[src/rtl/sd_cmd_tx_pkg.sv]
// Shared definitions for the SD command-line transmitter and its CRC7 helper.
package sd_cmd_tx_pkg;

  typedef enum logic [2:0] {
    ST_IDLE,
    ST_SHIFT,
    ST_CRC,
    ST_ENDBIT,
    ST_GAP
  } state_e;

  localparam int unsigned FRAME_BITS   = 48;
  localparam int unsigned PAYLOAD_BITS = 40;

  // x^7 + x^3 + 1 with the x^7 term implicit.
  localparam logic [6:0] CRC7_POLY = 7'h09;

  localparam logic START_BIT = 1'b0;
  localparam logic TX_BIT    = 1'b1;
  localparam logic END_BIT   = 1'b1;

endpackage

[src/rtl/sd_cmd_tx_if.sv]
// Request and serial-line signals between a command issuer and sd_cmd_tx.
interface sd_cmd_tx_if;
  logic        StrobeEn;
  logic        Start;
  logic [5:0]  CmdIndex;
  logic [31:0] Arg;
  logic        Ready;
  logic        Done;
  logic        CmdOut;
  logic        CmdEn;

  modport master (
    output StrobeEn, Start, CmdIndex, Arg,
    input  Ready, Done, CmdOut, CmdEn
  );

  modport slave (
    input  StrobeEn, Start, CmdIndex, Arg,
    output Ready, Done, CmdOut, CmdEn
  );
endinterface

[src/rtl/sd_crc7.sv]
// Serial CRC7 (x^7+x^3+1), one bit per Enable; Clear wins over Enable.
module sd_crc7
  import sd_cmd_tx_pkg::*;
(
  input  logic       Clk,
  input  logic       Reset,
  input  logic       Clear,
  input  logic       Enable,
  input  logic       DataIn,
  output logic [6:0] Crc
);

  logic [6:0] crc_q, crc_d;
  logic       fb;

  always_comb begin
    crc_d = crc_q;
    fb    = DataIn ^ crc_q[6];
    if (Clear) begin
      crc_d = '0;
    end else if (Enable) begin
      crc_d = {crc_q[5:0], 1'b0} ^ (fb ? CRC7_POLY : 7'h00);
    end
  end

  always_ff @(posedge Clk) begin
    if (Reset) crc_q <= '0;
    else       crc_q <= crc_d;
  end

  assign Crc = crc_q;

endmodule

[src/rtl/sd_cmd_tx.sv]
// SD command frame transmitter: 48-bit frame MSB first, one bit per StrobeEn,
// followed by GapBits idle strobes before accepting the next command.
module sd_cmd_tx
  import sd_cmd_tx_pkg::*;
#(
  parameter int unsigned GapBits = 8
) (
  input logic         Clk,
  input logic         Reset,
  sd_cmd_tx_if.slave  bus
);

  localparam int unsigned GapW = (GapBits > 1) ? $clog2(GapBits) : 1;

  state_e            state_q, state_d;
  logic [39:0]       sr_q, sr_d;
  logic [5:0]        bit_cnt_q, bit_cnt_d;
  logic [GapW-1:0]   gap_cnt_q, gap_cnt_d;
  logic              cmd_out_q, cmd_out_d;
  logic              cmd_en_q, cmd_en_d;
  logic              done_q, done_d;
  logic              crc_clear, crc_en;
  logic [6:0]        crc;
  logic [5:0]        crc_pos;

  sd_crc7 u_crc7 (
    .Clk    (Clk),
    .Reset  (Reset),
    .Clear  (crc_clear),
    .Enable (crc_en),
    .DataIn (sr_q[39]),
    .Crc    (crc)
  );

  always_comb begin
    state_d   = state_q;
    sr_d      = sr_q;
    bit_cnt_d = bit_cnt_q;
    gap_cnt_d = gap_cnt_q;
    cmd_out_d = cmd_out_q;
    cmd_en_d  = cmd_en_q;
    done_d    = 1'b0;
    crc_clear = 1'b0;
    crc_en    = 1'b0;
    // bit_cnt runs 40..46 in ST_CRC, selecting CRC bits 6..0.
    crc_pos   = 6'(FRAME_BITS - 2) - bit_cnt_q;

    unique case (state_q)
      ST_IDLE: begin
        if (bus.Start) begin
          sr_d      = {START_BIT, TX_BIT, bus.CmdIndex, bus.Arg};
          bit_cnt_d = '0;
          gap_cnt_d = '0;
          crc_clear = 1'b1;
          state_d   = ST_SHIFT;
        end
      end
      ST_SHIFT: begin
        if (bus.StrobeEn) begin
          cmd_out_d = sr_q[39];
          cmd_en_d  = 1'b1;
          sr_d      = {sr_q[38:0], 1'b0};
          crc_en    = 1'b1;
          bit_cnt_d = bit_cnt_q + 6'd1;
          if (bit_cnt_q == 6'(PAYLOAD_BITS - 1)) state_d = ST_CRC;
        end
      end
      ST_CRC: begin
        if (bus.StrobeEn) begin
          cmd_out_d = crc[crc_pos[2:0]];
          cmd_en_d  = 1'b1;
          bit_cnt_d = bit_cnt_q + 6'd1;
          if (bit_cnt_q == 6'(FRAME_BITS - 2)) state_d = ST_ENDBIT;
        end
      end
      ST_ENDBIT: begin
        // First strobe drives the end bit; the next one releases the line.
        if (bus.StrobeEn) begin
          if (bit_cnt_q == 6'(FRAME_BITS - 1)) begin
            cmd_out_d = END_BIT;
            cmd_en_d  = 1'b1;
            bit_cnt_d = bit_cnt_q + 6'd1;
          end else begin
            cmd_out_d = 1'b1;
            cmd_en_d  = 1'b0;
            done_d    = 1'b1;
            gap_cnt_d = '0;
            state_d   = ST_GAP;
          end
        end
      end
      ST_GAP: begin
        if (bus.StrobeEn) begin
          if (gap_cnt_q == GapW'(GapBits - 1)) begin
            gap_cnt_d = '0;
            state_d   = ST_IDLE;
          end else begin
            gap_cnt_d = gap_cnt_q + 1'b1;
          end
        end
      end
      default: state_d = ST_IDLE;
    endcase
  end

  always_ff @(posedge Clk) begin
    if (Reset) begin
      state_q   <= ST_IDLE;
      sr_q      <= '0;
      bit_cnt_q <= '0;
      gap_cnt_q <= '0;
      cmd_out_q <= 1'b1;
      cmd_en_q  <= 1'b0;
      done_q    <= 1'b0;
    end else begin
      state_q   <= state_d;
      sr_q      <= sr_d;
      bit_cnt_q <= bit_cnt_d;
      gap_cnt_q <= gap_cnt_d;
      cmd_out_q <= cmd_out_d;
      cmd_en_q  <= cmd_en_d;
      done_q    <= done_d;
    end
  end

  assign bus.Ready  = (state_q == ST_IDLE);
  assign bus.Done   = done_q;
  assign bus.CmdOut = cmd_out_q;
  assign bus.CmdEn  = cmd_en_q;

endmodule

[src/flat_wrapper.sv]
// flat-port wrapper written by rule: the top's interface ports become plain ports
module sd_cmd_tx_flat import sd_cmd_tx_pkg::*;
#(
  parameter int unsigned GapBits = 8
)
  (Clk, Reset, bus_StrobeEn, bus_Start, bus_CmdIndex, bus_Arg, bus_Ready, bus_Done, bus_CmdOut, bus_CmdEn);
  sd_cmd_tx_if bus_i ();
  input logic Clk;
  input logic Reset;
  input wire logic [$bits(bus_i.StrobeEn)-1:0] bus_StrobeEn;
  input wire logic [$bits(bus_i.Start)-1:0] bus_Start;
  input wire logic [$bits(bus_i.CmdIndex)-1:0] bus_CmdIndex;
  input wire logic [$bits(bus_i.Arg)-1:0] bus_Arg;
  output wire logic [$bits(bus_i.Ready)-1:0] bus_Ready;
  output wire logic [$bits(bus_i.Done)-1:0] bus_Done;
  output wire logic [$bits(bus_i.CmdOut)-1:0] bus_CmdOut;
  output wire logic [$bits(bus_i.CmdEn)-1:0] bus_CmdEn;
  assign bus_i.StrobeEn = bus_StrobeEn;
  assign bus_i.Start = bus_Start;
  assign bus_i.CmdIndex = bus_CmdIndex;
  assign bus_i.Arg = bus_Arg;
  assign bus_Ready = bus_i.Ready;
  assign bus_Done = bus_i.Done;
  assign bus_CmdOut = bus_i.CmdOut;
  assign bus_CmdEn = bus_i.CmdEn;
  sd_cmd_tx #(.GapBits(GapBits)) u_core (.Clk(Clk), .Reset(Reset), .bus(bus_i));
endmodule
[config.mk]
export PLATFORM = sky130hd
export DESIGN_NAME = sd_cmd_tx_flat
export DESIGN_NICKNAME = d
export VERILOG_FILES = /design/src/rtl/sd_cmd_tx_pkg.sv /design/src/rtl/sd_cmd_tx_if.sv /design/src/rtl/sd_crc7.sv /design/src/rtl/sd_cmd_tx.sv /design/src/flat_wrapper.sv
export SDC_FILE = /design/constraint.sdc
export NUM_CORES = 1
export LEC_CHECK = 0
export CAP_MARGIN = 5
export CORE_MARGIN = 8
export CORE_UTILIZATION = 32
export DETAILED_ROUTE_END_ITERATION = 10
export GPL_TIMING_DRIVEN = 1
export SLEW_MARGIN = 20
export SYNTH_ARGS = -nofsm -noshare
export SYNTH_HDL_FRONTEND = slang
export SYNTH_SLANG_ARGS = --single-unit
export TNS_END_PERCENT = 1
[constraint.sdc]
create_clock -name Clk -period 4.6 [get_ports Clk]
set_input_delay 0.46 -clock Clk [delete_from_list [all_inputs] [get_ports Clk]]
set_output_delay 0.46 -clock Clk [all_outputs]
set_load 0.05 [all_outputs]
* Word-level counts from Yosys, hierarchy flattened
Cells that the tools add are included.
** Word-level totals
- Logic and storage cells :: 89
- Input bits :: 42
- Memories :: 0
- Output and inout bits :: 4
- Bits in writable memories :: 0
- Flip-flop bits (word level) :: 62
- Bits in read-only memories :: 0
- Bits in latches :: 0
** Cells by class
- $add $sub $neg :: 3
- Shift operators :: 0
- Multiply operators :: 0
- Magnitude comparators :: 1
- Equality and inequality tests :: 19
- Bitwise gates (word level) :: 4
- Mux-type cells :: 39
- Reduce and logical (&&, ||, !) cells :: 15
- Div/mod/pow operators :: 0
** Operators with widths (number)
- 40-bit two-way mux :: 2
- 40-bit one-hot mux with 2 select lines :: 1
- 3-bit two-way mux :: 14
- 6-bit two-way mux :: 4
- 6-bit == test, second input constant :: 3
- 6-bit one-hot mux with 3 select lines :: 1
- 3-bit one-hot mux with 5 select lines :: 1
- 2-bit inequality test, second input constant :: 6
- 1-bit two-way mux :: 11
- 2-bit by 1-bit inequality test with 1-bit output, second input constant :: 5
- 5-bit AND reduction :: 2
- 3-bit one-hot mux with 3 select lines :: 1
- 9-bit AND reduction :: 1
- 3-bit nonzero test :: 3
- 7-bit by 4-bit bitwise XOR with 7-bit output :: 1
- 6-bit by 1-bit adder with 6-bit output, second input constant :: 1
- 3-bit by 2-bit == test with 1-bit output, second input constant :: 2
- 3-bit == test, second input constant :: 2
- 3-bit AND reduction :: 2
- 3-bit by 4-bit < comparator with 1-bit output, second input constant :: 1
- 4-bit two-way mux :: 1
- 4-bit AND reduction :: 1
- 2-bit nonzero test :: 2
- 2-bit OR reduction :: 2
- other kinds (10) :: 11

* Depth between registers and ports, before layout
Gate-level depths: netlist of run 1.
- Depth after elaboration :: 5
- Gate-level depth with buffers :: 7
- Gate-level depth less buffers :: 6

* Cells and area by module
Synthesis of run 1 repeated with hierarchy kept, for this count alone.
** Unflattened totals
- Cell total of the unflattened synthesis :: 322
- Area, all modules :: 2962.8 um^2
** By module, submodules not included
- sd_cmd_tx :: area an instance 2686.3 um^2, cells an instance 294, times used 1, sequential area each 1101.1 um^2
- sd_crc7 :: area an instance 276.5 um^2, cells an instance 28, times used 1, sequential area each 140.1 um^2

* Least setup slack after synthesis of run 1
No wires, ideal clock.
- Path kind :: flip-flop to output port
- Start :: reg u_core.state_q[2]
- End :: out bus_Ready
- Arrival :: 1.786 ns
- Slack :: 2.354 ns
- Stages on the path, launching flop included :: 4
- Buffers on the path :: 2
- Required time :: 4.140 ns
- Path through :: dfxtp_1 -> buf_2 -> clkbuf_1 -> nor3_1
** On the way
- Longest elaborated chain between the ends :: 1
** RTL lines
- start: declaration :: RTL line sd_cmd_tx.sv:15 : state_e state_q, state_d;
- start signal: assignment :: RTL line sd_cmd_tx.sv:116 : state_q <= state_d;
- 3-bit zero test :: RTL line sd_cmd_tx.sv:126 : assign bus.Ready = (state_q == ST_IDLE);
- end: declaration :: RTL line flat_wrapper.sv:14 : output wire logic [$bits(bus_i.Ready)-1:0] bus_Ready;
Every way passes these cells.

* Final worst setup path of run 1
- Start :: in bus_StrobeEn
- End :: reg u_core.sr_q[30]
** On the way
- Longest elaborated chain between the ends :: 2
** RTL lines
- start: declaration :: RTL line flat_wrapper.sv:10 : input wire logic [$bits(bus_i.StrobeEn)-1:0] bus_StrobeEn;
- 2-bit inequality test (no line)
- 3-bit AND reduction (no line)
- end signal: assignment :: RTL line sd_cmd_tx.sv:117 : sr_q <= sr_d;
- end: declaration :: RTL line sd_cmd_tx.sv:16 : logic [39:0] sr_q, sr_d;
Every way passes these cells.
A chain may end at the register's enable or synchronous reset.

==> key figures, run 1 <==
STA
  – Max_slew headroom: 30.9%
  – Setup_tns: 0 ns
  – RSZ-0062 raised after global routing: no
  – Final Hold Fails: 0
  – Tmin final: 2.71 ns
  – Skew final: 0.0103 ns
  – Ratio of final minimum period to clock period: 58.8%
  – Fmax: 370 MHz
  – Slew at the pin with the worst max-slew slack: 1.04 ns
  – Final setup violation count: 0
  – Max-slew violations: 0

Power and ir drop
  – Net Sw Power: 713 uW
  – Pleak: 0.00134 uW
  – Switching Share: 36.9%
  – PwrDens: 524 nW/um^2
  – Total power: 1930 uW
  – Maximum vdd drop: 0.184 mV
  – Clock power frac: 28.2%
  – Total internal power: 1220 uW
  – Logic pwr share: 32.6%
  – Seq pwr share: 39.2%

CTS
  – Post-CTS Hold Buffers: 0
  – CTS tree: yes
  – Htree depth: 3
  – Clock tree buffer depth: 2
  – Postcts setup bufs: 0
  – Sink Count: 62
  – Root Buffer: clkbuf_8
  – Worst-skew pair later-pin latency: 0.34 ns
  – Num CTS Buffers: 9
  – Clk slew on worst S/H paths: 0.08 ns
  – Post-CTS sizing: 0

Route
  – DR pass1 iterations: 4
  – Via count: 2693
  – Final WL: 7160 microns
  – DRT antenna net count: 0
  – Detail-routed net length per standard cell: 14.0 microns
  – DRC: 0
  – 1st-iter DRT viols: 142
  – Vias per cell: 5.26

Placed design
  – Routability cong.: 0.778
  – Area after DPL: 3460 sq um
  – Post-DP HPWL: 4740 microns
  – Port-buffer cells: 45

Hold path
  – Hold depth: 2
  – Hold WC Path Type: reg2reg

Yosys
  – Syn. warnings: 0
  – Syn Nets: 418
  – Distinct cells, synth: 48
  – Synth Area per Inst: 8.12 sq um
  – Synth area leaders: dfxtp_1 41%, a311oi_1 11%, nand2_1 10%
  – Sequential area share after synthesis: 41.2%
  – Top-count cell post-synth: nand2_1
  – Post-synth top flop: dfxtp_1
  – Mapped cell area: 3010 sq um
  – Yosys top cell by area: dfxtp_1
  – Yosys reg bits: 62
  – Post-synth EDFFs: 0
  – Share of the synthesized area in the top cell type: 41.2%
  – Commonest cells in the netlist: 81 x nand2_1, 62 x dfxtp_1, 54 x nor2_1
  – Async SR Flop Fraction: 0%
  – Mapped Cells: 371

Critical path
  – CP peak stage delay: 0.74 ns
  – Worst-path fanout max: 75
  – Critical Path Source Type: input port
  – FF-to-FF path depth: 5
  – Worst path bufs/invs: 2
  – Worst Path Arrival: 2.94 ns
  – Critical-path cell list: clkdlybuf4s50_1 > and4bb_1 > or2_2 > buf_4 > nor2_1 > a311oi_1
  – WS Path Type: in2reg
  – Worst setup EP type: flip-flop
  – Slowest cell on crit path: clkdlybuf4s50_1
  – Crit path depth: 6
  – Crit path max-delay family: buffers and inverters
  – Data required, critical path: 4.84 ns

GRT
  – Largest net degree at the start of global routing: 76
  – Vias in the first global route: 2588
  – First-pass GRT wire length: 12000 microns
  – Overflow after GRT: 0
  – Initial antenna violation count: 0
  – Total global-route track usage: 11.3%

Layout
  – Fillers: 940
  – Diode count: 0
  – Area Growth Syn to Fin: 22.3%
  – Fin area: 3690 sq um
  – Net count, final: 443
  – Share of cells above drive strength 1: 6.73%

Die
  – Row Count: 35
  – Chip Width: 113 microns
  – Ports: 46
  – Die area: 12800 sq um
  – Starting Density: 32.8%
  – Die height: 113 microns
  – Core box area: 9200 sq um

Job
  – Max-Cap Viols: 0

Run status
  – Status: complete, no violations
[state kept, by name (all words and copies together), names as in the netlist]
signal	flops
u_core.bus.CmdEn	1
u_core.bus.CmdOut	1
u_core.u_crc7.Crc	7
u_core.bus.Done	1
u_core.bit_cnt_q	6
u_core.state_q	3
u_core.gap_cnt_q	3
u_core.sr_q	40
[area by class of cell]
cell class	count	area, sq um	area share (%)
inverter	4	15.0	0.407
tap	111	139	3.77
timing repair buffer	48	468	12.7
sequential	62	1240	33.7
clock inverter	7	103	2.78
clock buffer	9	124	3.36
multi-input combinational	271	1600	43.3
[kinds of logic after synthesis]
| logic type | Yosys count | share of synthesized area (%) |
|---|---|---|
| buffers and inverters | 38 | 6.02 |
| muxes | 10 | 3.78 |
| DFF | 62 | 41.2 |
| xor gates and xnor gates | 4 | 1.16 |
| and+or+nand+nor | 179 | 27.1 |
| adders and majority gates | 5 | 2.08 |
| AOI/OAI and AO/OA | 73 | 18.7 |
[worst min-delay path, cell delays in order (launching register included)]
cell and delay, ns:
dfxtp_1 0.32, nand2_1 0.05, a21oi_1 0.05
[routing by layer]
metal  part of all wire, %  track usage, %  routed length (microns)
met5                     0               0                        0
met4                   1.5            4.44                      104
met1                    48            14.3                     3410
met2                    46            17.8                     3310
met3                   4.7            3.30                      340
[power by group through the flow]
stage	Sequential [uW]	Combinational, uW	Clock, uW
after floorplan	741	519	0
after global placement	765	617	0
after detailed placement	769	633	0
after CTS	757	634	562
after global routing	778	706	588
final	758	629	546
[layout by cell type (no fill, tap or decap), types with 2 or more instances in the layout]
cell             netlist  routed
or4_1                  4       4
nor3b_1                3       2
dfxtp_1               62      62
bufinv_16              0       2
mux2i_1                8       8
ha_1                   5       5
o21ai_1                2       2
nand2_1               81      81
o211ai_1               4       4
nand4_1                5       5
nor2_1                54      54
a21oi_1               10      10
a311oi_1              38      38
xnor2_1                4       4
nand2b_1               2       2
and3_1                 2       2
inv_1                  4       4
or3_1                  6       6
o31ai_1                3       3
buf_4                  2       3
nor3_1                 4       4
clkbuf_8               0       9
inv_6                  0       4
o21ai_0                5       5
or2_2                  1       2
clkdlybuf4s50_1        0      44
nand3_1                9       9
[path summary, 6_finish.rpt]
kind | start | to | slack (ns)
max reg2reg | u_core.state_q[0] | u_core.sr_q[30] | 1.98
max | bus_StrobeEn | u_core.sr_q[30] | 1.89
min reg2reg | u_core.sr_q[38] | u_core.sr_q[38] | 0.46
min | u_core.sr_q[38] | u_core.sr_q[38] | 0.46
[stage by stage]
| step | cells | hold WS, ns | util (%) | setup slack, ns |
|---|---|---|---|---|
| after detailed placement | 496 | 0.458 | 37.6 | 1.58 |
| after global routing | 512 | 0.492 | 40.1 | 1.74 |
| after global placement | 496 | 0.449 | 37.6 | 1.70 |
| after floorplan | 371 | 0.432 | - | 2.35 |
| final | 512 | 0.461 | 40.1 | 1.89 |
| after CTS | 512 | 0.468 | 40.1 | 1.94 |
No activity file was read; power rests on OpenSTA's default activity.
==> run 2, diff against run 1 <==
Clock period 4.6 ns to 2.7 ns, I/O delays scaled along.
==> run 2 against run 1 <==
  * Clock power rose by 61%
  * Clock skew barely moved
  * Sequential power rose by 70%
  * Register-to-register slack got worse by 1.4 ns
==> key figures, run 2 (synthesis results as in run 1) <==
Run status
  – Status: complete, no violations

Power and ir drop
  – Pleak: 0.00136 uW (+1.4%)
  – Maximum vdd drop: 0.314 mV (+71%)
  – Total power: 3260 uW (+69%)
  – PwrDens: 878 nW/um^2 (+67%)

Layout
  – Diode count: 0 (unchanged)
  – Share of cells above drive strength 1: 7.41% (+0.67 points)
  – Largest register FFs: 40 (unchanged)
  – Most common cell after layout, fill and taps aside: nand2_1
  – Area Growth Syn to Fin: 23.3%
  – Net count, final: 447 (+0.90%)
  – Most frequent cells in the layout: 81 x nand2_1, 62 x dfxtp_1, 54 x nor2_1, 44 x clkdlybuf4s50_1, 38 x a311oi_1
  – Biggest register: u_core.sr_q

Critical path
  – FF-to-FF path depth: 4 (-1)
  – Worst-path fanout max: 17 (-77%)
  – Worst Path Arrival: 1.99 ns (-0.95 ns)
  – Worst setup EP type: primary output
  – Data required, critical path: 2.43 ns (-2.41 ns)
  – Critical Path Source Type: flip-flop
  – WS Path Type: reg2out

GRT
  – Total global-route track usage: 11.2% (-0.13 points)
  – First-pass GRT wire length: 12000 microns (-0.34%)
  – Vias in the first global route: 2591 (+0.12%)
  – Largest net degree at the start of global routing: 76 (unchanged)
  – Initial antenna violation count: 0 (unchanged)
  – Overflow after GRT: 0 (unchanged)

CTS
  – CTS tree: yes
  – Root Buffer: clkbuf_8
  – Clk slew on worst S/H paths: 0.07 ns (about the same)
  – Sink Count: 62 (unchanged)
  – Worst-skew pair later-pin latency: 0.33 ns (about the same)
  – Post-CTS Hold Buffers: 0 (unchanged)
  – Num CTS Buffers: 9 (unchanged)
  – Post-CTS sizing: 0 (unchanged)
  – Postcts setup bufs: 0 (unchanged)
  – Htree depth: 3 (unchanged)
  – Clock tree buffer depth: 2 (unchanged)

STA
  – Max-slew violations: 0 (unchanged)
  – Ratio of final minimum period to clock period: 83.6%
  – Final setup violation count: 0 (unchanged)
  – Slew at the pin with the worst max-slew slack: 1.03 ns (-0.00207 ns)
  – Fmax: 443 MHz
  – Final hold slack: 0.475 ns (+0.0139 ns)
  – Final Hold Fails: 0 (unchanged)
  – RSZ-0062 raised after global routing: no
  – Setup_tns: 0 ns (unchanged)
  – Skew final: 0.00987 ns (-0.000407 ns)
  – Tmin final: 2.26 ns
  – Max_slew headroom: 31.0% (+0.14 points)

Route
  – Detail-routed net length per standard cell: 13.7 microns (-2.1%)
  – Final WL: 7070 microns (-1.3%)
  – DRC: 0 (unchanged)
  – Via count: 2704 (+0.41%)
  – DR pass1 iterations: 5 (+1)
  – 1st-iter DRT viols: 152 (+7.0%)
  – DRT antenna net count: 0 (unchanged)
  – Vias per cell: 5.24 (-0.37%)

Die
  – Core box area: 9200 sq um (unchanged)
  – Die height: 113 microns (unchanged)
  – Die area: 12800 sq um (unchanged)
  – Chip Width: 113 microns (unchanged)
  – Starting Density: 32.8% (unchanged)
  – Ports: 46 (unchanged)
  – Row Count: 35 (unchanged)

Job
  – Max-Cap Viols: 0 (unchanged)

Placed design
  – Post-DP HPWL: 4710 microns (-0.54%)
  – Routability cong.: 0.747 (-4.0%)
  – Port-buffer cells: 45 (unchanged)

Hold path
  – Hold WC Path Type: reg2reg
  – Hold depth: 2 (unchanged)
run 2: critical path, cell delays in order (launching register included):
cell and delay [ns]:
dfxtp_1 0.49, nor3_1 0.31, clkdlybuf4s50_1 0.86
run 2: worst paths after layout:
path                      from                   to  slack [ns]
max          u_core.state_q[0]            bus_Ready        0.44
min reg2reg    u_core.sr_q[13]      u_core.sr_q[14]        0.47
min            u_core.sr_q[13]      u_core.sr_q[14]        0.47
max reg2reg  u_core.state_q[1]  u_core.bit_cnt_q[5]        0.61
run 2: through the flow:
stage	worst slack (ns)	std cells	utilization, %	cell area (sq um)
after floorplan	0.644	371	-	3010
after global placement	0.493	500	38.1	3500
after detailed placement	0.448	500	38.1	3500
after CTS	0.373	516	40.4	3720
after global routing	0.316	516	40.4	3720
final	0.442	516	40.4	3720
run 2: layout make-up:
cell class	instances	area [sq um]
clock buffers	10	128
clock inverters	6	86.3
fillers	942	5480
inverters	4	15.0
multi-input cells	271	1600
flip-flops and latches	62	1240
well taps	111	139
repair buffers	52	510
run 2: layer usage:
| layer | share of wire (%) | vias to the layer above | track usage [%] |
|---|---|---|---|
| met5 | 0 | - | 0 |
| met4 | 1.6 | 0 | 4.17 |
| met3 | 5.2 | 10 | 3.57 |
| met2 | 46 | 50 | 17.3 |
| met1 | 47 | 1256 | 14.2 |
| li1 | - | 1388 | - |
run 2: power breakdown:
group | internal, uW | switching (uW)
Clock | 518 | 363
Combinational | 441 | 654
Sequential | 1130 | 157
